### config.mk
export PLATFORM = sky130hd
export DESIGN_NAME = spike_aer_encoder
export DESIGN_NICKNAME = d
export VERILOG_FILES = /design/src/rtl/spike_aer_pkg.sv /design/src/rtl/spike_aer_encoder_rr_arbiter.sv /design/src/rtl/spike_aer_encoder.sv
export SDC_FILE = /design/constraint.sdc
export NUM_CORES = 1
export LEC_CHECK = 0
export ABC_CLOCK_PERIOD_IN_PS = 24100
export BUFFER_PORTS_ARGS = -buffer_cell sky130_fd_sc_hd__buf_4
export CORE_MARGIN = 5
export CORE_UTILIZATION = 65
export CTS_CLUSTER_DIAMETER = 30
export DETAILED_ROUTE_END_ITERATION = 6
export GPL_TIMING_DRIVEN = 0
export PLACE_DENSITY_LB_ADDON = 0.12
export RECOVER_POWER = 50
export SLEW_MARGIN = 5
export SYNTH_ARGS = -nofsm -noshare
export SYNTH_HDL_FRONTEND = slang
export SYNTH_SLANG_ARGS = --single-unit
### constraint.sdc
create_clock -name clk -period 24.1 [get_ports clk]
set_input_delay 1.205 -clock clk [delete_from_list [all_inputs] [get_ports clk]]
set_output_delay 1.205 -clock clk [all_outputs]
set_load 0.005 [all_outputs]
### src/rtl/spike_aer_pkg.sv
// Shared types and defaults for the spike AER encoder.
package spike_aer_pkg;

    localparam int AER_N_NEURONS = 16;
    localparam int AER_ADDR_W    = $clog2(AER_N_NEURONS);
    localparam int AER_TS_W      = 16;
    localparam int AER_DROP_W    = 16;

    typedef struct packed {
        logic [AER_ADDR_W-1:0] addr;
        logic [AER_TS_W-1:0]   ts;
    } aer_word_t;

    function automatic int next_index(input int idx, input int n);
        return (idx >= n - 1) ? 0 : idx + 1;
    endfunction

endpackage

### src/rtl/spike_aer_encoder_rr_arbiter.sv
// Rotating-priority arbiter: first set request at or above ptr, wrapping to 0.
module rr_arbiter
    import spike_aer_pkg::*;
#(
    parameter int N     = AER_N_NEURONS,
    parameter int IDX_W = $clog2(N)
) (
    input  logic [N-1:0]     req,
    input  logic [IDX_W-1:0] ptr,
    output logic [N-1:0]     gnt,
    output logic [IDX_W-1:0] idx,
    output logic             any
);

    int               j;
    logic [IDX_W-1:0] jj;

    always_comb begin
        gnt = '0;
        idx = '0;
        any = 1'b0;
        j   = 0;
        jj  = '0;
        for (int k = 0; k < N; k++) begin
            j = int'(ptr) + k;
            if (j >= N) j = j - N;
            jj = IDX_W'(j);
            if (!any && req[jj]) begin
                any     = 1'b1;
                gnt[jj] = 1'b1;
                idx     = jj;
            end
        end
    end

endmodule

### src/rtl/spike_aer_encoder.sv
// Collects per-neuron spike pulses and serialises them as round-robin AER words.
// Optional timestamping is enabled by defining AER_TIMESTAMP_EN.
module spike_aer_encoder
    import spike_aer_pkg::*;
#(
    parameter int N_NEURONS = AER_N_NEURONS,
    parameter int ADDR_W    = $clog2(N_NEURONS),
    parameter int TS_W      = AER_TS_W,
    parameter int DROP_W    = AER_DROP_W
) (
    input  logic                 clk,
    input  logic                 rst,
    input  logic [N_NEURONS-1:0] spike_in,
    output logic                 out_valid,
    input  logic                 out_ready,
    output logic [ADDR_W-1:0]    out_addr,
    output logic [TS_W-1:0]      out_ts,
    output logic                 pending,
    output logic [DROP_W-1:0]    drop_cnt
);

    localparam int CNT_W = $clog2(N_NEURONS + 1);
    localparam int SUM_W = DROP_W + CNT_W;
    localparam logic [DROP_W-1:0] DROP_MAX = '1;

    logic [N_NEURONS-1:0] pend;
    logic [N_NEURONS-1:0] gnt;
    logic [N_NEURONS-1:0] clr;
    logic [N_NEURONS-1:0] drop_vec;
    logic [ADDR_W-1:0]    rr_ptr;
    logic [ADDR_W-1:0]    gnt_idx;
    logic                 gnt_any;
    logic                 slot_free;
    logic                 grant_en;
    logic [CNT_W-1:0]     n_drop;
    logic [SUM_W-1:0]     drop_sum;
    logic [DROP_W-1:0]    drop_nxt;

    rr_arbiter #(
        .N     (N_NEURONS),
        .IDX_W (ADDR_W)
    ) u_arb (
        .req (pend),
        .ptr (rr_ptr),
        .gnt (gnt),
        .idx (gnt_idx),
        .any (gnt_any)
    );

    assign slot_free = !out_valid || out_ready;
    assign grant_en  = slot_free && gnt_any;
    assign clr       = grant_en ? gnt : '0;
    // A re-fire on the neuron being granted this cycle is a fresh event, not a drop.
    assign drop_vec  = spike_in & pend & ~clr;
    assign pending   = |pend;

    always_comb begin
        n_drop = '0;
        for (int i = 0; i < N_NEURONS; i++) begin
            n_drop = n_drop + CNT_W'(drop_vec[i]);
        end
        drop_sum = SUM_W'(drop_cnt) + SUM_W'(n_drop);
        drop_nxt = (drop_sum > SUM_W'(DROP_MAX)) ? DROP_MAX : drop_sum[DROP_W-1:0];
    end

    always_ff @(posedge clk) begin
        if (rst) begin
            pend      <= '0;
            rr_ptr    <= '0;
            out_valid <= 1'b0;
            out_addr  <= '0;
            drop_cnt  <= '0;
        end else begin
            pend     <= (pend & ~clr) | spike_in;
            drop_cnt <= drop_nxt;
            if (grant_en) begin
                out_valid <= 1'b1;
                out_addr  <= gnt_idx;
                rr_ptr    <= ADDR_W'(next_index(int'(gnt_idx), N_NEURONS));
            end else if (out_ready) begin
                out_valid <= 1'b0;
            end
        end
    end

`ifdef AER_TIMESTAMP_EN
    logic [TS_W-1:0] ts_cnt;

    always_ff @(posedge clk) begin
        if (rst) begin
            ts_cnt <= '0;
            out_ts <= '0;
        end else begin
            ts_cnt <= ts_cnt + TS_W'(1);
            if (grant_en) out_ts <= ts_cnt;
        end
    end
`else
    assign out_ts = '0;
`endif

endmodule

Word-level counts from Yosys, hierarchy flattened
Index checks and enable logic that the tools add are counted.
{ "totals": {"ff_bits": 41, "output_inout_bits": 38} }
{ "classes": {"add_sub_neg": 48, "n_lt_le_gt_ge": 50, "mux": 133, "bitwise_logic": 20, "n_reduce_logical": 51} }
{ "ops": {"columns": ["op", "count"], "rows": [
  ["2-to-1 mux 16 bit", 18],
  ["bitwise OR 16 bit", 16],
  ["2-to-1 mux 4 bit", 33],
  ["< comparator 4 x 5 -> 1 bit, second input constant", 16],
  ["greater-or-equal comparator 5 bit, second input constant", 15],
  ["binary-select mux 1 bit (select 4 bit)", 16],
  ["demux 1 bit (select 4 bit)", 16],
  ["greater-or-equal comparator 4 x 1 -> 1 bit, second input constant", 16],
  ["subtractor 4 x 1 -> 4 bit, second input constant", 16],
  ["adder 5 x 1 -> 5 bit", 11],
  ["2-to-1 mux 1 bit", 50],
  ["AND 16 bit", 3],
  ["adder 4 x 4 -> 5 bit, second input constant", 8],
  ["logical AND 1 bit", 32],
  ["adder 4 x 3 -> 5 bit, second input constant", 4],
  ["adder 16 x 5 -> 17 bit", 1],
  ["greater-than comparator 17 x 16 -> 1 bit, second input constant", 1],
  ["zero test 1 bit", 16],
  ["inverter 16 bit", 1],
  ["OR reduction 16 bit", 1],
  ["adder 4 x 2 -> 5 bit, second input constant", 2],
  ["adder 4 x 1 -> 5 bit", 1],
  ["adder 4 x 1 -> 5 bit, second input constant", 1],
  ["greater-or-equal comparator 4 x 5 -> 1 bit, second input constant", 1],
  ["other kinds (7)", 7]
]} }

Depth between registers and ports, before layout
{ "logic_depth": {"ltp_word": 72, "ltp_mapped": 39, "depth_no_buf": 33} }

Hierarchy
From an unflattened synthesis, not the netlist that was laid out.
{ "unflattened": {"cells_unflattened": 844, "hier_area_um2": 6251.0} }
{ "by_module_without_submodules": {"columns": ["mod", "n_inst", "cells_each", "area_each_um2"], "rows": [
  ["rr_arbiter", 1, 570, 3839.9],
  ["spike_aer_encoder", 1, 274, 2411.1]
]} }

Worst setup path after synthesis
No wires, ideal clock.
{ "synth_timing": {"path_kind": "flip-flop to flip-flop", "from": "register rr_ptr[1]", "to": "register drop_cnt[11]", "setup_time_ns": 0.071, "arrival_ns": 9.258, "t_required_ns": 24.029, "path_slack_ns": 14.771, "path_stages_with_launch": 37, "path_buffers": 6, "period_less_slack_ns": 9.329, "cell_sequence": "dfxtp_1 clkbuf_1 clkbuf_1 inv_1 ha_1 buf_6 mux4_2 nor4bb_1 buf_6 or4_4 or4_4 nor3_4 buf_6 nand3_1 o21ai_1 a211oi_1 and3_1 o21ai_0 nor2_1 fa_1 inv_1 fa_1 fa_1 inv_1 fa_1 fa_1 inv_1 fa_1 inv_1 a21oi_1 o21ai_0 a21o_1 nand2_1 or2_2 or3_1 clkbuf_1 a21oi_1"} }
{ "synth_via": {"elab_chain_cells": 72, "elab_cells_between_ends": 274} }
{ "synth_lines": {"columns": ["element", "line", "rtl"], "rows": [
  ["start, declared", "spike_aer_encoder.sv:30", "logic [ADDR_W-1:0] rr_ptr;"],
  ["start signal, assigned", "spike_aer_encoder.sv:79", "rr_ptr <= ADDR_W'(next_index(int'(gnt_idx), N_NEURONS));"],
  ["branches (longest 51 deep; another with adder 4 x 1 -> 5 bit)", null, null],
  ["2-to-1 mux 16 bit (*)", "spike_aer_encoder.sv:52", "assign clr = grant_en ? gnt : '0;"],
  ["inverter 16 bit (*)", "spike_aer_encoder.sv:54", "assign drop_vec = spike_in & pend & ~clr;"],
  ["AND 16 bit (*)", "spike_aer_encoder.sv:54", null],
  ["adder 1 x 1 -> 2 bit", "spike_aer_encoder.sv:60", "n_drop = n_drop + CNT_W'(drop_vec[i]);"],
  ["adder 2 x 1 -> 3 bit", "spike_aer_encoder.sv:60", null],
  ["adder 3 x 1 -> 4 bit", "spike_aer_encoder.sv:60", null],
  ["adder 4 x 1 -> 5 bit", "spike_aer_encoder.sv:60", null],
  ["adder 5 x 1 -> 5 bit (10 in series)", "spike_aer_encoder.sv:60", null],
  ["adder 5 x 1 -> 5 bit (*)", "spike_aer_encoder.sv:60", null],
  ["adder 16 x 5 -> 17 bit (*)", "spike_aer_encoder.sv:62", "drop_sum = SUM_W'(drop_cnt) + SUM_W'(n_drop);"],
  ["greater-than comparator 17 x 16 -> 1 bit", "spike_aer_encoder.sv:63", "drop_nxt = (drop_sum > SUM_W'(DROP_MAX)) ? DROP_MAX : drop_sum[DROP_W-1:0];"],
  ["2-to-1 mux 16 bit (*)", "spike_aer_encoder.sv:63", null],
  ["end signal, assigned", "spike_aer_encoder.sv:75", "drop_cnt <= drop_nxt;"],
  ["end, declared", "spike_aer_encoder.sv:19", "output logic [DROP_W-1:0] drop_cnt"]
]} }
Every way passes the cells marked *. The select of a mux whose other input is x is not followed.
A chain may end at the register's enable or synchronous reset.

Worst setup path in the final report
{ "layout_timing": {"from": "register rr_ptr[1]", "to": "register drop_cnt[10]"} }
Same word-level chain as after synthesis.

==> results.py <==
metrics = {
    "finish": {
        "nNetsFinal": 931,
        "drive_gt1_frac": 0.151,
        "antenna_cells": 0,
        "area_delta_synth_final_pct": 9.58,
        "fillCellCount": 723,
        "stdcell_count": 990,
    },
    "synth": {
        "synth_ff_type": "dfxtp_1",
        "synth_edf_count": 0,
        "ys_seq_elements": 41,
        "syn_avg_cell_area_sq_um": 7.51,
        "synthTopCellsByCount": "nand2_1 (98), nor2_1 (63), a21oi_1 (59)",
        "synth_area_sq_um": 6130,
        "netlist_top_cells_area": "dfxtp_1 (13%), mux4_2 (7.4%), nand2_1 (6.0%)",
        "yosysWarnings": 0,
        "ys_types": 89,
        "yosysMostFrequentCell": "nand2_1",
        "synth_top_area_share": 0.134,
        "synth_top_area_cell": "dfxtp_1",
        "synth_cells": 816,
        "synthArstFlopShare": 0,
        "yosysSeqAreaShare": 0.134,
    },
    "timing": {
        "slew_headroom": 0.261,
        "period_minus_slack_ns": 12.42,
        "hold_violations": 0,
        "tightest_slew_ns": 1.10,
        "grt_setup_unrepaired": "no",
        "fmax_mhz": 80.5,
        "finalSetupTns_ns": 0,
        "fin_skew_ns": 0.00711,
        "maxSlewViolCount": 0,
        "fin_crit_sh": 0.515,
        "setup_viol": 0,
    },
    "floorplan": {
        "fp.dieW_um": 107,
        "num_rows": 35,
        "die_h_um": 107,
        "io_pins": 57,
        "initial_core_util": 0.666,
        "die_area_sq_um": 11500,
        "core_sq_um": 9200,
    },
    "drt": {
        "drc": 4,
        "wire_per_inst_um": 24.1,
        "vias": 7405,
        "drt_iter0_drc": 1131,
        "first_pass_iters": 7,
        "routed_wl_mm": 23.8,
        "postRouteAntennaNets": 0,
        "via_per_inst": 7.48,
    },
    "critical_path": {
        "path_common_cell": "clkbuf_1",
        "crit_path_start_kind": "flip-flop",
        "crit_arrival_ns": 12.64,
        "regToRegSetupSlack_ns": 11.68,
        "crit_required_ns": 24.32,
        "max_stage_delay_ns": 0.98,
        "crit_slowest_cell": "nor4_1",
        "worstSetupEndpointType": "flip-flop",
        "worstSetupPathType": "reg -> reg",
        "crit_fanout": 10,
    },
    "clocking": {
        "cts_sinks": 41,
        "holdBufCountCts": 0,
        "cts_made_buffers": 5,
        "cts-root-buf": "clkbuf_8",
        "insertion_delay_ns": 0.30,
        "clk_pin_slew_ns": 0.08,
        "postCtsResizedCells": 0,
        "cts_setup_buffers": 0,
        "cts_tree": "built",
        "cts_max_path_buffers": 2,
        "htreeDepth": 2,
    },
    "global_routing": {
        "gr-usage-met1": 0.499,
        "grt_pass1_vias": 7016,
        "antenna_found_initial": 0,
        "grt_overflow": 0,
        "globalRouteMet3Util": 0.119,
        "track_usage": 0.410,
        "grt_max_degree": 15,
        "grt_use_met2": 0.648,
        "grt_pass1_wl_mm": 37.5,
        "top_usage_layer": "met2",
    },
    "place": {
        "numPortBuffers": 40,
        "place_congestion": 1.20,
        "dp_hpwl_mm": 18.1,
        "dp.cells": 982,
    },
    "power": {
        "p_per_area_nw_per_um2": 167,
        "leakage_nw": 2.64,
        "vdd_drop_max_mv": 0.108,
    },
    "job": {
        "cap_viol_max_count": 0,
    },
    "run_status": {
        "status": "complete, but fails checks",
        "violations": "design-rule violations",
    },
    "hold_path": {
        "hold_path_class": "reg -> reg",
    },
}
==> power breakdown <==
part,internal (mW),leakage [nW],switching (mW),total [mW]
Sequential,0.0807,0.339,0.0145,0.0952
Combinational,0.324,2.24,0.644,0.968
Clock,0.0338,0.0585,0.0249,0.0587
==> per-layer routing <==
metal	part of all wire	wire length, um	up-vias
met5	0	0	-
met2	0.43	10200	707
met4	0.080	1900	0
met1	0.34	8210	3348
met3	0.15	3520	200
li1	-	-	3150
==> kinds of logic (layout without fill, tap and decap cells) <==
kind of cell               after synthesis  after routing  synth area share
xor gates and xnor gates                25             25            0.0357
AOI/OAI and AO/OA                      241            241             0.272
DFF                                     41             41             0.134
other                                    1             16          0.000612
adders and majority gates               34             34            0.0841
muxes                                   52             52             0.128
and+or+nand+nor                        314            314             0.260
buffers and inverters                  108            156            0.0850
==> critical path: cells and delay by family, from the launching register on <==
kind | cells | cell delay [ns]
AND/OR/NAND/NOR | 9 | 3.33
flip-flops | 1 | 0.45
AO/OA/AOI/OAI | 4 | 0.75
buffers and inverters | 13 | 3.45
multiplexers | 3 | 1.18
adder cells (fa/ha/maj) | 7 | 3.14
==> placed cells by master, fill, tap and decap left out, drive strengths merged, types with 15 or more instances in the layout <==
cell	count
a31oi	20
xnor2	15
o21ai	44
a21oi	59
nor2	65
nand3	52
mux2i	19
nor3	17
mux4	20
conb	16
ha	22
buf	49
inv	43
dfxtp	41
clkbuf	62
nor4	16
nand2	101
==> area by class of cell <==
type | instances | area [sq um] | area share
timing repair buffer | 40 | 300 | 0.0447
sequential | 41 | 821 | 0.122
multi-input combinational | 682 | 4830 | 0.719
clock buffer | 7 | 86.3 | 0.0129
clock inverter | 1 | 30.0 | 0.00447
tap | 111 | 139 | 0.0207
inverter | 44 | 165 | 0.0246
buffer | 64 | 345 | 0.0514
==> stage by stage <==
stage / power [mW] / utilization / setup slack [ns] / instance area, sq um / hold slack (ns)
global route: 1.17 / 0.730 / 11.17 / 6710 / 0.501
finish: 1.12 / 0.730 / 11.68 / 6710 / 0.470
detailed placement: 1.01 / 0.721 / 12.83 / 6630 / 0.463
floorplan: 0.770 / - / 14.77 / 6180 / 0.453
global placement: 0.985 / 0.720 / 13.19 / 6620 / 0.449
CTS: 1.08 / 0.733 / 12.70 / 6740 / 0.475
==> worst paths after layout <==
path                            startpoint                       end  cells after the start
hold / removal    out_addr[0]$_SDFFE_PP0P_  out_addr[0]$_SDFFE_PP0P_                      2
setup / recovery    rr_ptr[1]$_SDFFE_PP0P_   drop_cnt[10]$_SDFF_PP0_                     36
hold reg to reg   out_addr[0]$_SDFFE_PP0P_  out_addr[0]$_SDFFE_PP0P_                      2
setup reg to reg    rr_ptr[1]$_SDFFE_PP0P_   drop_cnt[10]$_SDFF_PP0_                     36
==> sequential cells by signal, indices dropped and copies added (netlist names) <==
name,cells
drop_cnt,16
pend,16
out_addr,4
rr_ptr,4
out_valid,1
No activity file was read; power rests on OpenSTA's default activity.
